$ cat config.mk
export PLATFORM = sky130hd
export DESIGN_NAME = amm_addr_router
export DESIGN_NICKNAME = d
export VERILOG_FILES = /design/src/rtl/amm_addr_router.sv
export SDC_FILE = /design/constraint.sdc
export NUM_CORES = 1
export LEC_CHECK = 0
export ABC_CLOCK_PERIOD_IN_PS = 6100
export CORE_MARGIN = 2
export CORE_UTILIZATION = 28
export CTS_CLUSTER_SIZE = 12
export DETAILED_ROUTE_END_ITERATION = 6
export HOLD_SLACK_MARGIN = 0.08
export PLACE_DENSITY_LB_ADDON = 0.08
export RECOVER_POWER = 50
export SKIP_CTS_REPAIR_TIMING = 1
export SLEW_MARGIN = 20
export SYNTH_ARGS = -nofsm -noshare
export SYNTH_HDL_FRONTEND = slang
export SYNTH_SLANG_ARGS = --single-unit
$ cat constraint.sdc
create_clock -name clk_i -period 6.1 [get_ports clk_i]
set_input_delay 0.61 -clock clk_i [delete_from_list [all_inputs] [get_ports clk_i]]
set_output_delay 0.61 -clock clk_i [all_outputs]
set_load 0.01 [all_outputs]
$ cat src/rtl/amm_addr_router.sv
// Avalon-MM address router: one master fanned out to SLV_CNT windowed slaves.
// Pipelined in-order reads, dummy responder and decode-error pulse for holes.
module amm_addr_router #(
    parameter int                 SLV_CNT               = 2,
    parameter int                 ADDR_W                = 32,
    parameter int                 DATA_W                = 16,
    parameter int unsigned        SLV_BASE [SLV_CNT]    = '{32'h0, 32'h100},
    parameter int unsigned        SLV_SIZE [SLV_CNT]    = '{32'h100, 32'h100},
    parameter int                 MAX_PENDING           = 4,
    parameter logic [DATA_W-1:0]  DEFAULT_RDATA         = '1
) (
    input  logic                      clk_i,
    input  logic                      rst_i,
    input  logic [ADDR_W-1:0]         mst_address,
    input  logic                      mst_read,
    input  logic                      mst_write,
    input  logic [DATA_W-1:0]         mst_writedata,
    output logic [DATA_W-1:0]         mst_readdata,
    output logic                      mst_readdatavalid,
    output logic                      mst_waitrequest,
    output logic [SLV_CNT*ADDR_W-1:0] slv_address,
    output logic [SLV_CNT-1:0]        slv_read,
    output logic [SLV_CNT-1:0]        slv_write,
    output logic [SLV_CNT*DATA_W-1:0] slv_writedata,
    input  logic [SLV_CNT*DATA_W-1:0] slv_readdata,
    input  logic [SLV_CNT-1:0]        slv_readdatavalid,
    input  logic [SLV_CNT-1:0]        slv_waitrequest,
    output logic                      decode_err_o
);

    localparam int AW1   = ADDR_W + 1;
    localparam int TGT_W = $clog2(SLV_CNT + 1);
    localparam int CNT_W = $clog2(MAX_PENDING + 1);
    localparam logic [TGT_W-1:0] DUMMY   = TGT_W'(SLV_CNT);
    localparam logic [CNT_W-1:0] CNT_MAX = CNT_W'(MAX_PENDING);

    logic [CNT_W-1:0]   pend_cnt_q, pend_cnt_d;
    logic [TGT_W-1:0]   pend_tgt_q, pend_tgt_d;
    logic               dummy_rv_q, dummy_rv_d;
    logic               derr_q, derr_d;

    logic [TGT_W-1:0]   tgt;
    logic [SLV_CNT-1:0] hit;
    logic               mapped;
    logic               swait;
    logic               stall;
    logic               rd_acc;
    logic               wr_acc;
    logic               rv_sel;
    logic [DATA_W-1:0]  rd_sel;
    logic               resp;

    assign slv_address   = {SLV_CNT{mst_address}};
    assign slv_writedata = {SLV_CNT{mst_writedata}};

    // Window decode; descending scan so the lowest matching index wins.
    always_comb begin
        logic [AW1-1:0] lo;
        logic [AW1-1:0] hi;
        logic [AW1-1:0] a;
        tgt = DUMMY;
        hit = '0;
        a   = {1'b0, mst_address};
        for (int i = SLV_CNT - 1; i >= 0; i--) begin
            lo = AW1'(SLV_BASE[i]);
            hi = lo + AW1'(SLV_SIZE[i]);
            if (a >= lo && a < hi) begin
                tgt = TGT_W'(i);
            end
        end
        for (int i = 0; i < SLV_CNT; i++) begin
            hit[i] = (tgt == TGT_W'(i));
        end
        mapped = (tgt != DUMMY);
    end

    // Mux the selected slave's stall and the pending target's response.
    always_comb begin
        swait  = 1'b0;
        rv_sel = dummy_rv_q;
        rd_sel = DEFAULT_RDATA;
        for (int i = 0; i < SLV_CNT; i++) begin
            if (hit[i]) begin
                swait = slv_waitrequest[i];
            end
            if (pend_tgt_q == TGT_W'(i)) begin
                rv_sel = slv_readdatavalid[i];
                rd_sel = slv_readdata[i*DATA_W +: DATA_W];
            end
        end
    end

    // Handshake, forwarding and next-state logic; a write beats a read.
    always_comb begin
        stall = mst_read & ~mst_write &
                ((pend_cnt_q == CNT_MAX) |
                 ((pend_cnt_q != '0) & (tgt != pend_tgt_q)));
        mst_waitrequest = rst_i | stall | (mapped & swait);
        rd_acc = ~rst_i & mst_read & ~mst_write & ~mst_waitrequest;
        wr_acc = ~rst_i & mst_write & ~mst_waitrequest;
        slv_read  = (rst_i | ~mst_read | mst_write | stall) ? '0 : hit;
        slv_write = (rst_i | ~mst_write) ? '0 : hit;

        resp = ~rst_i & (pend_cnt_q != '0) & rv_sel;
        mst_readdatavalid = resp;
        mst_readdata      = rd_sel;

        pend_cnt_d = pend_cnt_q;
        if (rd_acc && !resp && pend_cnt_q != CNT_MAX) begin
            pend_cnt_d = pend_cnt_q + CNT_W'(1);
        end else if (resp && !rd_acc) begin
            pend_cnt_d = pend_cnt_q - CNT_W'(1);
        end
        pend_tgt_d = rd_acc ? tgt : pend_tgt_q;
        dummy_rv_d = rd_acc & ~mapped;
        derr_d     = (rd_acc | wr_acc) & ~mapped;
    end

    // Pending-read tracking, dummy responder and decode-error registers.
    always_ff @(posedge clk_i) begin
        if (rst_i) begin
            pend_cnt_q <= '0;
            pend_tgt_q <= '0;
            dummy_rv_q <= 1'b0;
            derr_q     <= 1'b0;
        end else begin
            pend_cnt_q <= pend_cnt_d;
            pend_tgt_q <= pend_tgt_d;
            dummy_rv_q <= dummy_rv_d;
            derr_q     <= derr_d;
        end
    end

    assign decode_err_o = derr_q;

endmodule

# Yosys cells after proc, flatten, opt, wreduce, memory -nomap -nowiden
# Cells that the tools add are included.
# totals
output_inout_bits,119
inputBits,88
ff_bits,7
wordCells,63
# op_classes
eq_ne,6
order_cmp,3
muxes,12
addsub,2
n_reduce_logical,10
n_bitwise,26
# op_table
operator,n
>= comparator 32 x 9 -> 1 bit (second input constant),1
< comparator 32 x 10 -> 1 bit (second input constant),1
< comparator 32 x 9 -> 1 bit (second input constant),1
2-to-1 mux 16 bit,2
AND 1 bit,13
2-to-1 mux 2 bit,4
bitwise OR 1 bit,8
2-to-1 mux 3 bit,2
inverter 1 bit,5
equality test 2 x 1 -> 1 bit (second input constant),2
logical AND 1 bit,4
zero test 2 bit,2
2-to-1 mux 1 bit,4
adder 3 x 1 -> 3 bit (second input constant),1
equality test 3 bit (second input constant),1
!= test 3 bit (second input constant),1
nonzero test 3 bit,1
subtractor 3 x 1 -> 3 bit (second input constant),1
zero test 1 bit,2
!= test 2 bit,1
!= test 2 bit (second input constant),1
nonzero test 2 bit,1

# Longest topological paths before layout
# Gate-level depths: netlist of the first run.
# depth
word_depth,16
ltp_mapped,10
mapped_depth_nobuf,10

# Worst setup path after synthesis of the first run
# No wires, ideal clock.
# synth_path
kind,in2reg
start,in mst_address[12]
end,reg pend_cnt_q[1]
arrival_time_ns,2.585
setup_ns,0.064
slack_ns,3.451
required_time_ns,6.036
path_buffers,0
stages,8
path_cell_list,nor4_1 -> nand4_1 -> nor2_1 -> mux2_2 -> nand2_1 -> fa_1 -> or4b_1 -> nand4_1
# synth_via
elab_chain_len,15
# synth_rtl
item,line,rtl
"start, declared",14,"input logic [ADDR_W-1:0] mst_address,"
>= comparator 32 x 9 -> 1 bit or < comparator 32 x 10 -> 1 bit (tied branches),67,if (a >= lo && a < hi) begin
logical AND 1 bit,67,
2-to-1 mux 2 bit,67,
2-to-1 mux 2 bit *,67,
!= test 2 bit,97,((pend_cnt_q != '0) & (tgt != pend_tgt_q)));
AND 1 bit,97,
bitwise OR 1 bit,96,((pend_cnt_q == CNT_MAX) |
AND 1 bit,95,stall = mst_read & ~mst_write &
bitwise OR 1 bit,98,mst_waitrequest = rst_i | stall | (mapped & swait);
bitwise OR 1 bit *,98,
inverter 1 bit *,99,rd_acc = ~rst_i & mst_read & ~mst_write & ~mst_waitrequest;
AND 1 bit *,99,
logical AND 1 bit * (2 in series),109,if (rd_acc && !resp && pend_cnt_q != CNT_MAX) begin
2-to-1 mux 3 bit *,109,
net pend_cnt_d[1],37,"logic [CNT_W-1:0] pend_cnt_q, pend_cnt_d;"
"end signal, assigned",127,pend_cnt_q <= pend_cnt_d;
"end, declared",37,
# The timed path passes the listed nets; every way through them passes the cells marked *.
# A chain may end at the register's enable or synchronous reset.

# Worst setup path after layout of the first run
# layout_path
start,in mst_address[12]
end,out slv_write[0]
# layout_via
elab_chain_len,6
# layout_rtl
item,line,rtl
>= comparator 32 x 9 -> 1 bit or < comparator 32 x 10 -> 1 bit (tied branches),67,
logical AND 1 bit,67,
2-to-1 mux 2 bit,67,
2-to-1 mux 2 bit *,67,
zero test 2 bit *,72,hit[i] = (tgt == TGT_W'(i));
2-to-1 mux 2 bit *,102,slv_write = (rst_i | ~mst_write) ? '0 : hit;
"end, declared",23,"output logic [SLV_CNT-1:0] slv_write,"
# Every way passes the cells marked *; elsewhere a longest branch is shown, timed or not.

==> results of run 1 <==
==> synth_stat cells <==
| cell type | number | share of area (%) |
|---|---|---|
| buf_4 | 97 | 45 |
| a211oi_2 | 1 | 0.78 |
| nor2b_1 | 3 | 1.2 |
| nand3_1 | 3 | 0.93 |
| o211a_4 | 1 | 1.1 |
| and4b_1 | 1 | 0.62 |
| or4b_1 | 3 | 1.9 |
| mux2i_1 | 18 | 11 |
| inv_1 | 3 | 0.70 |
| nand2b_1 | 2 | 0.78 |
| nand4_1 | 3 | 1.2 |
| or2_4 | 1 | 0.54 |
| nor3_1 | 5 | 1.6 |
| and3_1 | 1 | 0.39 |
| fa_1 | 1 | 1.2 |
| o21ai_0 | 2 | 0.62 |
| or3_1 | 1 | 0.39 |
| a31oi_1 | 1 | 0.39 |
| nor2_1 | 7 | 1.6 |
| nor4_2 | 1 | 0.78 |
| o31a_1 | 2 | 1.1 |
| dfxtp_1 | 7 | 8.7 |
| a211oi_1 | 1 | 0.47 |
| nand2_1 | 21 | 4.9 |
| mux2_2 | 2 | 1.4 |
| nor3b_1 | 2 | 0.93 |
| nand4b_1 | 4 | 2.2 |
| buf_1 | 2 | 0.47 |
| nand3b_1 | 2 | 0.93 |
| xor2_1 | 1 | 0.54 |
| clkbuf_1 | 2 | 0.47 |
| a21oi_1 | 4 | 1.2 |
| nor4b_1 | 1 | 0.54 |
| nor4_1 | 5 | 1.9 |
| a2111oi_0 | 1 | 0.54 |
| o21ba_2 | 1 | 0.62 |
==> registers in the layout, indices dropped and copies added (netlist names) <==
register and flops:
dummy_rv_q 1, pend_tgt_q 2, decode_err_o 1, pend_cnt_q 3
==> critical path: stages <==
cell	delay [ns]
dlygate4sd3_1	0.56
nor4_1	0.32
nand4_1	0.22
or2_4	0.33
nor4b_1	0.29
clkdlybuf4s50_1	0.59
==> cell type report <==
type                    instances  area (um^2)
well taps                      72         90.1
inverters                       3         11.3
multi-input cells             102          716
flip-flops and latches          7          140
fillers                       551         3190
repair buffers                135         1350
clock buffers                   4         45.0
==> cell families after synthesis <==
logic type | Yosys count | synth area share (%)
and+or+nand+nor | 66 | 23.2
buffers and inverters | 104 | 46.9
DFF | 7 | 8.70
adders and majority gates | 1 | 1.24
AOI/OAI and AO/OA | 14 | 6.84
muxes | 20 | 12.6
xor gates and xnor gates | 1 | 0.544
==> power by group <==
part	switching, W	leakage, nW	internal (W)
clock	0.0000207	0.0228	0.0000453
sequential	0.00000913	0.0574	0.0000543
combinational	0.0000959	0.778	0.000125
total	0.000126	0.858	0.000224
==> through the flow <==
step	utilization, %	power, W	hold WS, ns
CTS	42.4	0.000355	0.540
floorplan	-	0.000213	0.553
global route	42.4	0.000378	0.567
finish	42.4	0.000350	0.538
detailed placement	41.6	0.000287	0.533
global placement	41.6	0.000289	0.517
==> worst min path at each step <==
stage,from,to,slack [ns]
5_1_grt,pend_tgt_q[0]$_SDFFE_PP0N_,pend_tgt_q[0]$_SDFFE_PP0N_,0.57
3_5_place_dp,pend_tgt_q[0]$_SDFFE_PP0N_,pend_tgt_q[0]$_SDFFE_PP0N_,0.53
2_1_floorplan,pend_cnt_q[1]$_SDFFE_PP0P_,pend_cnt_q[1]$_SDFFE_PP0P_,0.55
4_1_cts,pend_tgt_q[0]$_SDFFE_PP0N_,pend_tgt_q[0]$_SDFFE_PP0N_,0.54
3_3_place_gp,pend_tgt_q[0]$_SDFFE_PP0N_,pend_tgt_q[0]$_SDFFE_PP0N_,0.52
6_report,pend_tgt_q[0]$_SDFFE_PP0N_,pend_tgt_q[0]$_SDFFE_PP0N_,0.54
==> routing by layer <==
layer / vias up / routed length, um / GRT usage (%)
met5: - / 0 / 0
met1: 612 / 1900 / 15.4
met4: 0 / 53 / 2.88
li1: 712 / - / -
met2: 76 / 2180 / 22.9
met3: 6 / 550 / 4.30
==> results.yml, run 1 <==
status:
  status: "finished clean"
critical_path:
  reg2reg_slack_ns: 3.38
  cp-endpoint: "slv_write[0]"
  worstSetupStartpointType: "input pin"
  cp.required_ns: 5.49
  path_class: "in2out"
  worstReg2RegStart: "pend_tgt_q[0]$_SDFFE_PP0N_"
  reg2regPathDepth: 10
  arrival_ns: 2.92
  crit_start: "mst_address[12]"
  reg2reg_to: "pend_cnt_q[2]$_SDFFE_PP0P_"
  crit_fanout: 5
  critPathCaptureType: "output pin"
finish:
  final_common_cell: "clkdlybuf4s50_1"
  drive_gt1_share_pct: 4.38
  layout_common_cells: "clkdlybuf4s50_1 (120), nand2_1 (21), mux2i_1 (18)"
  finalNonFillerCells: 323
  diodes: 0
  fin_nets: 341
  syn_to_final_growth_pct: 46.0
  final_area_mm2: 0.00235
clock_network:
  tritoncts: "yes"
  cts.sinks: 7
  clkLatencyLatePin_ns: 0.23
  ctsLongestPathBuffers: 2
  cts_inserted_buffers: 3
  clk_pin_slew_ns: 0.04
  htree_levels: 1
  clockRootBuffer: "clkbuf_8"
grt:
  grt_max_degree: 21
  track_usage_pct: 13.1
  gr-total-overflow: 0
  first_global_vias: 1296
  grt_antenna_before_repair: 0
  grt_first_pass_wirelength_um: 6660
timing:
  drv_slew: 0
  maxSlewHeadroom_pct: 58.5
  setup_tns_ns: 0
  finalClockSkew_ns: 0.00165
  rsz0062_at_grt: "false"
  post-route-min-period_ns: 3.53
  setup_viol: 0
  fmax_mhz: 283
  setup_ws_ns: 2.57
  fin_crit_sh_pct: 57.9
  worst_slew_pin_slew_ns: 0.622
  hold_viol_final: 0
detailed_routing:
  via_per_inst: 4.35
  ant_nets: 0
  drc: 0
  drt-initial-drc-count: 20
  dr.pass1.iters: 4
  wl_um: 4680
  wire_per_inst_um: 14.5
  vias: 1406
synth:
  synth_warnings: 0
  synth.distinct_cells: 36
  ys_ff_latch: 7
  synth_area_mm2: 0.00161
  synth.net_count: 302
  synth_cells: 213
  syn_avg_cell_area_um2: 7.56
  ys_seq_area_share_pct: 8.70
die:
  initial_core_util_pct: 29.1
  core_area_mm2: 0.00554
  ioPinCount: 207
  rows: 27
  die_y_um: 79.8
  die_area_mm2: 0.00637
  die_w_um: 79.8
power:
  vdd_drop_max_v: 0.0000902
  cellLeakagePower_nw: 0.858
  power_density_mw_per_mm2: 149
placement:
  place.gp.congestion: 0.770
  portBuffers: 134
  placed_area_mm2: 0.00231
  dp_cells: 319
  place_hpwl_um: 3910
  pre_cts_slack_ns: 2.58
worst_hold_path:
  hp-class: "reg2reg"
  hold_depth: 2
job:
  cap_violations: 0
(Power assumes the default switching activity.)
==> run 2, diff against run 1 <==
--- a/config.mk
+++ b/config.mk
@@ -5,9 +5,9 @@
 export SDC_FILE = /design/constraint.sdc
 export NUM_CORES = 1
 export LEC_CHECK = 0
-export ABC_CLOCK_PERIOD_IN_PS = 6100
+export ABC_CLOCK_PERIOD_IN_PS = 2900
 export CORE_MARGIN = 2
-export CORE_UTILIZATION = 28
+export CORE_UTILIZATION = 24
 export CTS_CLUSTER_SIZE = 12
 export DETAILED_ROUTE_END_ITERATION = 6
 export HOLD_SLACK_MARGIN = 0.08
==> constraint.sdc (replaced) <==
create_clock -name clk_i -period 2.9 [get_ports clk_i]
set_input_delay 0.29 -clock clk_i [delete_from_list [all_inputs] [get_ports clk_i]]
set_output_delay 0.29 -clock clk_i [all_outputs]
set_load 0.01 [all_outputs]
==> results.yml, run 2 (synthesis results as in run 1) <==
die:
  core_area_mm2: 0.00642
  ioPinCount: 207
  rows: 29
  initial_core_util_pct: 25.1
  die_area_mm2: 0.00738
  die_w_um: 85.9
  die_y_um: 85.9
timing:
  drv_slew: 0
  finalClockSkew_ns: 0.00102
  maxSlewHeadroom_pct: 76.3
  hold_slack_ns: 0.564
  hold_viol_final: 0
  setup_ws_ns: 0.171
  post-route-min-period_ns: 2.73
  setup_viol: 0
  fmax_mhz: 366
  fin_crit_sh_pct: 94.1
  setup_tns_ns: 0
  worst_slew_pin_slew_ns: 0.355
clock_network:
  htree_levels: 1
  cts.sinks: 7
  clockRootBuffer: "clkbuf_8"
  tritoncts: "yes"
  ctsLongestPathBuffers: 2
  clk_pin_slew_ns: 0.04
  clkLatencyLatePin_ns: 0.23
  cts_inserted_buffers: 3
detailed_routing:
  drt-initial-drc-count: 18
  ant_nets: 0
  wl_um: 4820
  vias: 1488
  via_per_inst: 4.38
  wire_per_inst_um: 14.2
  drc: 0
  dr.pass1.iters: 4
finish:
  diodes: 0
  n_fill_cell: 671
  fin_nets: 353
  final_common_cell: "clkdlybuf4s50_1"
  largest-register: "pend_cnt_q"
  top_regs: "pend_cnt_q: 3 flops, pend_tgt_q: 2 flops"
  drive_gt1_share_pct: 9.13
  largest_register_ffs: 3
  syn_to_final_growth_pct: 52.4
  layout_common_cells: "clkdlybuf4s50_1 (120), nand2_1 (21), mux2i_1 (18)"
power:
  cellLeakagePower_nw: 0.917
  pwr-share-comb_pct: 63.9
  power_density_mw_per_mm2: 311
  power.internal_w: 0.000491
  sw_frac_of_total_pct: 35.6
  power_frac_seq_pct: 17.3
  power.share.clock_pct: 18.8
  vdd_drop_max_v: 0.000245
  p_switching_w: 0.000272
critical_path:
  path_class: "in2out"
  cp.required_ns: 2.61
  critPathCaptureType: "output pin"
  crit_fanout: 5
  worstSetupStartpointType: "input pin"
  arrival_ns: 2.44
placement:
  portBuffers: 134
  pre_cts_slack_ns: -0.105
  place.gp.congestion: 0.715
  place_hpwl_um: 4100
grt:
  grt_max_degree: 20
  first_global_vias: 1406
  track_usage_pct: 12.1
  grt_first_pass_wirelength_um: 7180
  grt_antenna_before_repair: 0
  gr-total-overflow: 0
worst_hold_path:
  hp-class: "reg2reg"
status:
  status: "finished clean"
job:
  cap_violations: 0
run 2: changes by cell type in the layout (fill, tap and decap cells not counted), sizes merged:
cell  change
buf      +12
run 2: metrics by stage:
step	instance area, um^2	utilization, %	cells	power (W)
2_1_floorplan	1610	-	213	0.000448
3_3_place_gp	2390	37.3	335	0.000628
3_5_place_dp	2390	37.3	335	0.000626
4_1_cts	2440	38.0	339	0.000776
5_1_grt	2450	38.2	340	0.000817
6_report	2450	38.2	340	0.000763
run 2: power groups by stage:
stage	combinational, W	clock, W	sequential [W]
floorplan	0.000318	0	0.000131
global placement	0.000494	0	0.000134
detailed placement	0.000492	0	0.000134
CTS	0.000494	0.000149	0.000132
global route	0.000528	0.000154	0.000136
finish	0.000487	0.000143	0.000132
run 2: worst max-delay path, stage by stage:
cell             delay, ns
clkdlybuf4s50_1       0.45
nor4_2                0.30
nand4_1               0.21
or2_4                 0.33
nor4b_1               0.27
clkdlybuf4s50_1       0.59
run 2: area by class of cell:
cell class,count,area (um^2),area share (%)
multi-input combinational,102,723,29.5
timing repair buffer,147,1440,58.6
clock buffer,4,45.0,1.83
sequential,7,140,5.71
tap,77,96.3,3.92
inverter,3,11.3,0.459
run 2: per-layer routing:
layer | routed length (um) | GRT usage, %
met1 | 1830 | 13.5
met4 | 57 | 3.61
met3 | 446 | 3.27
met5 | 0 | 0
met2 | 2480 | 22.2
run 2: worst paths after layout:
kind | slack [ns] | end | start | cells past startpoint
worst max-delay path | 0.17 | slv_write[0] | mst_address[29] | 6
worst min-delay path | 0.56 | pend_tgt_q[0]$_SDFFE_PP0N_ | pend_tgt_q[0]$_SDFFE_PP0N_ | 2
worst max register to register | 0.37 | pend_cnt_q[1]$_SDFFE_PP0P_ | pend_cnt_q[0]$_SDFFE_PP0P_ | 8
worst min register to register | 0.56 | pend_tgt_q[0]$_SDFFE_PP0N_ | pend_tgt_q[0]$_SDFFE_PP0N_ | 2
==> run 3, diff against run 2 <==
--- a/config.mk
+++ b/config.mk
@@ -6,12 +6,13 @@
 export NUM_CORES = 1
 export LEC_CHECK = 0
 export ABC_CLOCK_PERIOD_IN_PS = 2900
+export CAP_MARGIN = 20
 export CORE_MARGIN = 2
 export CORE_UTILIZATION = 24
 export CTS_CLUSTER_SIZE = 12
 export DETAILED_ROUTE_END_ITERATION = 6
 export HOLD_SLACK_MARGIN = 0.08
-export PLACE_DENSITY_LB_ADDON = 0.08
+export PLACE_DENSITY_LB_ADDON = 0.3
 export RECOVER_POWER = 50
 export SKIP_CTS_REPAIR_TIMING = 1
 export SLEW_MARGIN = 20
==> results.yml, run 3 (synthesis results as in run 1) <==
timing:
  setup_viol: 0
  finalClockSkew_ns: 0.00545
  hold_viol_final: 0
  fin_crit_sh_pct: 93.6
  drv_slew: 0
  fmax_mhz: 368
  rsz0062_at_grt: "true"
  maxSlewHeadroom_pct: 76.1
  setup_ws_ns: 0.185
  post-route-min-period_ns: 2.71
  setup_tns_ns: 0
  worst_slew_pin_slew_ns: 0.357
clock_network:
  cts_inserted_buffers: 3
  clockRootBuffer: "clkbuf_8"
  cts.sinks: 7
  ctsLongestPathBuffers: 2
  tritoncts: "yes"
  clk_pin_slew_ns: 0.04
  clkLatencyLatePin_ns: 0.23
  htree_levels: 1
grt:
  track_usage_pct: 11.3
  use_met2_pct: 20.4
  grt_first_pass_wirelength_um: 6730
  grt_max_degree: 17
  grt_use_met3_pct: 3.56
  first_global_vias: 1446
  grt_antenna_before_repair: 0
  gr-total-overflow: 0
  grt_busiest_layer: "met2"
  use_met1_pct: 12.0
placement:
  place.gp.congestion: 0.769
  pre_cts_slack_ns: -0.0472
  portBuffers: 134
  place_hpwl_um: 3870
status:
  status: "finished clean"
critical_path:
  slowest_delay_ns: 0.60
  path_cells: "clkdlybuf4s50_1, nor4_1, nand4_1, or2_4, nor4_1, clkdlybuf4s50_1"
  reg2reg_slack_ns: 0.37
  path_class: "in2out"
  worstSetupStartpointType: "input pin"
  path_buf_inv: 2
  critPathCaptureType: "output pin"
  crit_path_top_delay_cell: "clkdlybuf4s50_1"
  cp_top_family: "simple AND/OR/NAND/NOR gates"
  cp.required_ns: 2.61
  crit_fanout: 5
  arrival_ns: 2.42
die:
  rows: 29
  initial_core_util_pct: 25.1
  core_area_mm2: 0.00642
  die_y_um: 85.9
  ioPinCount: 207
  die_w_um: 85.9
  die_area_mm2: 0.00738
detailed_routing:
  drt-initial-drc-count: 46
  via_per_inst: 4.42
  wire_per_inst_um: 13.4
  dr.pass1.iters: 4
  vias: 1497
  drc: 0
  ant_nets: 0
  wl_um: 4550
power:
  power.internal_w: 0.000498
  sw_frac_of_total_pct: 35.2
  vdd_drop_max_v: 0.000113
  power_density_mw_per_mm2: 314
  cellLeakagePower_nw: 0.930
  p_switching_w: 0.000271
  pwr-share-comb_pct: 64.1
  power_frac_seq_pct: 17.3
  power.share.clock_pct: 18.6
finish:
  largest-register: "pend_cnt_q"
  largest_register_ffs: 3
  drive_gt1_share_pct: 8.78
  top_regs: "pend_cnt_q: 3 flops, pend_tgt_q: 2 flops"
  fin_nets: 352
  diodes: 0
  layout_common_cells: "clkdlybuf4s50_1 (121), nand2_1 (21), mux2i_1 (18)"
  syn_to_final_growth_pct: 51.9
  final_common_cell: "clkdlybuf4s50_1"
worst_hold_path:
  hp-class: "reg2reg"
job:
  cap_violations: 0
## run 3: changes by cell type in the layout (fill, tap and decap cells not counted)
cell             change
dlygate4sd3_1        -2
buf_4                -1
clkdlybuf4s50_1      +1
dlymetal6s2s_1       +1
nor2_1               -1
nor2_2               +1
nor4_1               +1
nor4_2               -1
## run 3: power by group through the flow
stage / sequential [W] / combinational (W) / clock (W)
after floorplan: 0.000131 / 0.000318 / 0
after global placement: 0.000134 / 0.000499 / 0
after detailed placement: 0.000135 / 0.000498 / 0
after CTS: 0.000133 / 0.000502 / 0.000147
after global routing: 0.000136 / 0.000535 / 0.000149
final: 0.000133 / 0.000493 / 0.000143
## run 3: worst min-delay path, stage by stage, from the launching register on
cell and delay, ns:
dfxtp_1 0.37, nand2b_1 0.09, a21oi_1 0.05
## run 3: final cells by class
cell class / instances / area (um^2)
timing repair buffer: 146 / 1430
sequential: 7 / 140
tap: 77 / 96.3
fill: 666 / 3980
clock buffer: 4 / 45.0
inverter: 3 / 11.3
multi-input combinational: 102 / 719
## run 3: metal layers
| metal | wire length (um) | part of all wire, % | up-vias |
|---|---|---|---|
| met3 | 516 | 11 | 18 |
| li1 | - | - | 728 |
| met2 | 2200 | 48 | 93 |
| met4 | 96 | 2.1 | 0 |
| met5 | 0 | 0 | - |
| met1 | 1740 | 38 | 658 |
## run 3: final timing paths
kind | from | end | depth (start not counted)
min | pend_tgt_q[0]$_SDFFE_PP0N_ | pend_tgt_q[0]$_SDFFE_PP0N_ | 2
min reg2reg | pend_tgt_q[0]$_SDFFE_PP0N_ | pend_tgt_q[0]$_SDFFE_PP0N_ | 2
max | mst_address[19] | slv_read[0] | 6
max reg2reg | pend_cnt_q[0]$_SDFFE_PP0P_ | pend_cnt_q[1]$_SDFFE_PP0P_ | 8
## run 3: stage by stage
step           cell area [um^2]  power (W)  utilization [%]  hold slack [ns]  instances
2_1_floorplan              1610   0.000448                -            0.442        213
3_3_place_gp               2390   0.000634             37.3            0.560        335
3_5_place_dp               2390   0.000632             37.3            0.576        335
4_1_cts                    2440   0.000782             38.0            0.580        339
5_1_grt                    2450   0.000820             38.1            0.580        339
6_report                   2450   0.000769             38.1            0.567        339
